File: src/rtl/alu_issue_seq.sv
// ---------------------------------------------------------------------------
// alu_issue_seq
//
// Issue controller that drives the combinational datapath ALU. It accepts one
// R-type operation at a time, decodes funct into the ALU control line, holds
// the ALU inputs steady for EXEC_CYCLES cycles, captures the result and flags,
// and then offers the captured response to writeback.
//
// Parameters
//   EXEC_CYCLES  cycles the ALU inputs are held before capture (1..15)
//
// Ports
//   clk, rst_n           rising-edge clock, asynchronous active-low reset
//   req_valid/req_ready  request handshake (ready only while idle)
//   req_funct            MIPS R-type funct
//   req_shamt            shift amount
//   req_rs, req_rt       operands A and B
//   req_tag              opaque tag echoed on the response
//   alu_a, alu_b         ALU operands (held between operations)
//   alu_sham             ALU shift amount
//   alu_gin              ALU control line
//   alu_sum, alu_zout    ALU result and zero flag
//   rsp_valid/rsp_ready  response handshake
//   rsp_result           captured result
//   rsp_zero, rsp_neg    captured zero flag and alu_sum[31]
//   rsp_illegal          funct was not a supported operation
//   rsp_tag              tag of the request that produced the response
// ---------------------------------------------------------------------------
module alu_issue_seq #(
  parameter int unsigned EXEC_CYCLES = 1
) (
  input  logic        clk,
  input  logic        rst_n,
  input  logic        req_valid,
  output logic        req_ready,
  input  logic [5:0]  req_funct,
  input  logic [4:0]  req_shamt,
  input  logic [31:0] req_rs,
  input  logic [31:0] req_rt,
  input  logic [3:0]  req_tag,
  output logic [31:0] alu_a,
  output logic [31:0] alu_b,
  output logic [4:0]  alu_sham,
  output logic [2:0]  alu_gin,
  input  logic [31:0] alu_sum,
  input  logic        alu_zout,
  output logic        rsp_valid,
  input  logic        rsp_ready,
  output logic [31:0] rsp_result,
  output logic        rsp_zero,
  output logic        rsp_neg,
  output logic        rsp_illegal,
  output logic [3:0]  rsp_tag
);

  // The counter runs down from EXEC_CYCLES-1; capture happens on the cycle it
  // is already zero, which places capture exactly EXEC_CYCLES edges after the
  // accept.
  localparam logic [3:0] CNT_LOAD = 4'(EXEC_CYCLES - 1);

  typedef enum logic [1:0] {
    IDLE = 2'd0,
    EXEC = 2'd1,
    RESP = 2'd2
  } state_t;

  state_t     state_reg, state_next;
  logic [3:0] cnt_reg, cnt_next;
  logic [3:0] tag_reg;

  logic [2:0] dec_gin;
  logic       dec_legal;

  logic       load_op;
  logic       load_illegal;
  logic       capture;

  // -------------------------------------------------------------------------
  // funct -> ALU control line
  // -------------------------------------------------------------------------
  always_comb begin
    dec_gin   = 3'b000;
    dec_legal = 1'b1;
    case (req_funct)
      6'b100000: dec_gin = 3'b010;  // add
      6'b100010: dec_gin = 3'b110;  // sub
      6'b100100: dec_gin = 3'b000;  // and
      6'b100101: dec_gin = 3'b001;  // or
      6'b100110: dec_gin = 3'b011;  // xor
      6'b101010: dec_gin = 3'b111;  // slt
      6'b000010: dec_gin = 3'b100;  // srl
      default:   dec_legal = 1'b0;
    endcase
  end

  // -------------------------------------------------------------------------
  // State register and settle counter
  // -------------------------------------------------------------------------
  always_ff @(posedge clk or negedge rst_n) begin
    if (!rst_n) begin
      state_reg <= IDLE;
      cnt_reg   <= 4'd0;
    end else begin
      state_reg <= state_next;
      cnt_reg   <= cnt_next;
    end
  end

  // -------------------------------------------------------------------------
  // Next-state and control decode
  // -------------------------------------------------------------------------
  always_comb begin
    state_next   = state_reg;
    cnt_next     = cnt_reg;
    req_ready    = 1'b0;
    rsp_valid    = 1'b0;
    load_op      = 1'b0;
    load_illegal = 1'b0;
    capture      = 1'b0;
    case (state_reg)
      IDLE: begin
        req_ready = 1'b1;
        if (req_valid) begin
          if (dec_legal) begin
            load_op    = 1'b1;
            cnt_next   = CNT_LOAD;
            state_next = EXEC;
          end else begin
            // Nothing to compute: the response is formed immediately and the
            // ALU inputs keep their previous values.
            load_illegal = 1'b1;
            state_next   = RESP;
          end
        end
      end
      EXEC: begin
        if (cnt_reg != 4'd0) begin
          cnt_next = cnt_reg - 4'd1;
        end else begin
          capture    = 1'b1;
          state_next = RESP;
        end
      end
      RESP: begin
        rsp_valid = 1'b1;
        // Returning to IDLE (not straight to accept) keeps requests strictly
        // serialized: nothing is accepted on the completing cycle.
        if (rsp_ready) begin
          state_next = IDLE;
        end
      end
      default: begin
        state_next = IDLE;
      end
    endcase
  end

  // -------------------------------------------------------------------------
  // ALU input registers: only loaded on a legal accept so the ALU sees no
  // toggling between operations.
  // -------------------------------------------------------------------------
  always_ff @(posedge clk or negedge rst_n) begin
    if (!rst_n) begin
      alu_a    <= 32'd0;
      alu_b    <= 32'd0;
      alu_sham <= 5'd0;
      alu_gin  <= 3'b000;
      tag_reg  <= 4'd0;
    end else if (load_op) begin
      alu_a    <= req_rs;
      alu_b    <= req_rt;
      alu_sham <= req_shamt;
      alu_gin  <= dec_gin;
      tag_reg  <= req_tag;
    end
  end

  // -------------------------------------------------------------------------
  // Response registers: written only at capture (legal) or accept (illegal),
  // and left untouched after the response is consumed.
  // -------------------------------------------------------------------------
  always_ff @(posedge clk or negedge rst_n) begin
    if (!rst_n) begin
      rsp_result  <= 32'd0;
      rsp_zero    <= 1'b0;
      rsp_neg     <= 1'b0;
      rsp_illegal <= 1'b0;
      rsp_tag     <= 4'd0;
    end else if (capture) begin
      rsp_result  <= alu_sum;
      rsp_zero    <= alu_zout;
      rsp_neg     <= alu_sum[31];
      rsp_illegal <= 1'b0;
      rsp_tag     <= tag_reg;
    end else if (load_illegal) begin
      rsp_result  <= 32'd0;
      rsp_zero    <= 1'b0;
      rsp_neg     <= 1'b0;
      rsp_illegal <= 1'b1;
      rsp_tag     <= req_tag;
    end
  end

endmodule
File: config.mk
export PLATFORM = sky130hd
export DESIGN_NAME = alu_issue_seq
export DESIGN_NICKNAME = d
export VERILOG_FILES = /design/src/rtl/alu_issue_seq.sv
export SDC_FILE = /design/constraint.sdc
export NUM_CORES = 1
export LEC_CHECK = 0
export BUFFER_PORTS_ARGS = -buffer_cell sky130_fd_sc_hd__buf_4
export CAP_MARGIN = 10
export CORE_MARGIN = 4
export CORE_UTILIZATION = 51
export DETAILED_ROUTE_END_ITERATION = 10
export PLACE_DENSITY_LB_ADDON = 0.15
export RECOVER_POWER = 100
export SYNTH_ARGS = -nofsm -noshare
export SYNTH_HDL_FRONTEND = slang
export SYNTH_SLANG_ARGS = --single-unit
File: constraint.sdc
create_clock -name clk -period 3.55 [get_ports clk]
set_input_delay 0.5325 -clock clk [delete_from_list [all_inputs] [get_ports clk]]
set_output_delay 0.5325 -clock clk [all_outputs]
set_load 0.02 [all_outputs]
==> summary.md <==
| Metric | Value |
|---|---|
| Clock Skew | `0.00521 ns` |
| DP HPWL | `9.16 mm` |
| Via count | `about 3.8k` |
| Seq/Total Area, Yosys | `roughly three fifths` |
| Top FF cell, synth | `dfrtp_1` |
| Synthesized cell area | `0.00506 mm²` |
| Final #Nets | `around 730` |
| First-pass DRT Iterations | `4` |
| Final count of negative-setup-slack endpoints | `0` |
| Post-route ant nets | `0` |
| Kind of critical path | `reg -> reg` |
| CP max-delay cell | `or2_1` |
| Worst VDD drop | `0.000428 V` |
| Htree depth | `4` |
| Seq pwr share | `38.2%` |
| Initial DRC Count | `between 200 and 250` |
| CP max FO | `42` |
| Residual DRC | `0` |
| Synthesis Warnings | `0` |
| Net Sw Power | `2.18 mW` |
| Total power | `5.85 mW` |
| Root Driver | `clkbuf_8` |
| Largest registers | `alu_a: 32 flops, alu_b: 32 flops, rsp_result: 32 flops` |
| Total Wirelength | `13.0 mm` |
| WL/cell | `between 15 and 20 µm` |
| Global-route wire length before repair | `21.0 mm` |
| Period utilisation layout | `69.6%` |
| Routability Congestion | `0.777` |
| Fin. max-slew vios | `a little over 60` |
| Max cap viols | `1` |
| PortBufs | `228` |
| Post-route insts no fill | `759` |
| Layout cells sized above 1 | `~29%` |
| Gr usage total | `23.6%` |
| Pre-CTS setup slack | `roughly 1.1 ns` |
| Violated checks | `capacitance limit, slew limit` |
| DIE AREA | `0.0116 mm²` |
| Die X | `108 µm` |
| WHS | `0.211 ns` |
| Distinct cells, synth | `38` |
| Mapped Avg Cell Area | `approximately 13 µm²` |
| Syn Inst Count | `382` |
| Placed cells | `728` |
| CP cell instances | `inv_1 > ha_1 > or3b_1 > or2_1 > nand2_1 > o21ai_0` |
| Total CTS buffers | `17` |
| Row count | `36` |
| TritonCTS clock tree | `built` |
| Worst min-delay path category | `in -> reg` |
| Cell internal pwr | `3.67 mW` |
| # hold bufs at CTS | `0` |
| WP data arrival | `2.90 ns` |
| Commonest non-fill, non-tap cells in the layout | `dfrtp_1, buf_4, clkbuf_1` |
| Synthesis-to-finish area growth | `33.4%` |
| Clock Power Share | `between 20% and 30%` |
| Largest net degree at the start of global routing | `62` |
| Grt total ovfl | `0` |
| Initial Util | `52.0%` |
| Pwr Density | `between 800 and 900 mW/mm²` |
| Clk Latency, worst-skew pair | `0.52 ns` |
| Tmin final | `roughly 2.5 ns` |
| Clock transition at the registers of the reported paths | `~0.06 ns` |
| Worst endpoint required time | `3.98 ns` |
| Syn nets | `499` |
| Final hold violations | `0` |
| P_leak | `3.10 nW` |
| Num Clock Sinks | `120` |
| # resized after CTS | `0` |
| Setup crit end kind | `register` |
| Via density | `5.04` |
| Tightest Pin Transition | `1.50 ns` |
| FF+latch count, synth | `120` |
| Slew headroom | `-0.258%` |
| Final setup margin | `about 1.1 ns` |
| # diodes | `0` |
| Power share of the combinational group | `32.5%` |
| Status | `finished with violations` |
| Number of global-route vias before repair | `4147` |
| Slowest cell delay on critical path | `1.07 ns` |
| Core ar. | `between 0.009 and 0.01 mm²` |
| Setup TNS | `0 ns` |
| Clk buf depth | `2` |
| Peak Freq | `slightly above 0.4 GHz` |
| Post-synth EDFFs | `0` |
| Async S/R FF share, synth | `100%` |
| Post-CTS setup buffer count | `0` |
| Die height | `108 µm` |
| Unrepaired setup endpoints after global routing | `false` |
| Fillers | `864` |
| Initial antenna violation count | `0` |
| # IOs | `about 230` |
| Net Sw Frac | `37.3%` |
| Commonest non-fill, non-tap cell in the layout | `dfrtp_1` |
| Critical Path Source Type | `register` |
critical path, delay by kind of cell, from the launching register on:
family	cells	cell delay, ns
and+or+nand+nor	3	1.47
buffers and inverters	1	0.06
AOI/OAI and AO/OA	1	0.24
DFF	1	0.38
adders and majority gates	1	0.21
stage by stage:
step           area (µm²)  utilization (%)
3_3_place_gp         6800             69.9
6_report             6750             69.4
4_1_cts              7400             76.0
5_1_grt              6750             69.4
2_1_floorplan        5060                -
3_5_place_dp         6800             69.9
metal layers:
metal	track usage (%)	up-vias	share of wire, %
li1	-	1767	-
met1	27.6	1879	39
met2	39.4	152	50
met3	8.64	31	8.7
met4	9.29	0	2.4
met5	0	-	0
cell usage after synthesis (all sizes together) (2+ instances only):
master  number  share of area (%)
inv          5               0.37
nor2         9               0.67
mux2i        4               0.79
nor3         3               0.40
nand2       74                5.5
buf         13                3.2
o21ai       37                3.7
clkbuf       9               0.67
a21oi        6               0.59
nand2b       4               0.64
a31oi        2               0.25
nor2b        3               0.37
dfrtp      120                 59
mux2        73                 20
nand3        3               0.30
nor3b        3               0.54
power by group through the flow:
stage	Sequential [mW]	Combinational, mW	Clock, mW
6_report	2.23	1.90	1.72
5_1_grt	2.31	2.07	1.80
4_1_cts	2.26	2.60	1.74
3_5_place_dp	2.27	2.59	0
3_3_place_gp	2.25	2.53	0
2_1_floorplan	2.85	0.837	0
path summary, 6_finish.rpt:
check	startpoint	endpoint	slack (ns)	cells after the start
setup / recovery	cnt_reg[0]	rsp_result[4]	1.08	6
hold / removal	alu_sum[22]	rsp_result[22]	0.21	3
setup reg to reg	cnt_reg[0]	rsp_result[4]	1.08	6
hold reg to reg	alu_gin[0]	alu_gin[0]	0.48	2
max in group asynchronous	rst_n	rsp_result[19]	1.32	2
min in group asynchronous	rst_n	alu_b[3]	0.37	1
logic make-up (layout without fill, tap and decap cells):
family | count (synthesis) | in the layout | synth area share (%)
buffers and inverters | 27 | 271 | 4.28
AO/OA/AOI/OAI | 50 | 50 | 5.81
multiplexers | 77 | 77 | 20.7
adder cells (fa/ha/maj) | 2 | 2 | 0.445
flip-flops | 120 | 120 | 59.3
XOR/XNOR | 1 | 1 | 0.173
AND/OR/NAND/NOR | 105 | 105 | 9.32
layout make-up:
cell class	count	area [µm²]	area share [%]
multi-input combinational	235	1650	24.4
clock buffer	19	442	6.54
inverter	5	18.8	0.278
timing repair buffer	235	1320	19.6
clock inverter	12	151	2.24
sequential	120	3000	44.5
tap	133	166	2.46
Note: power is estimated with default switching activity, not from simulation.
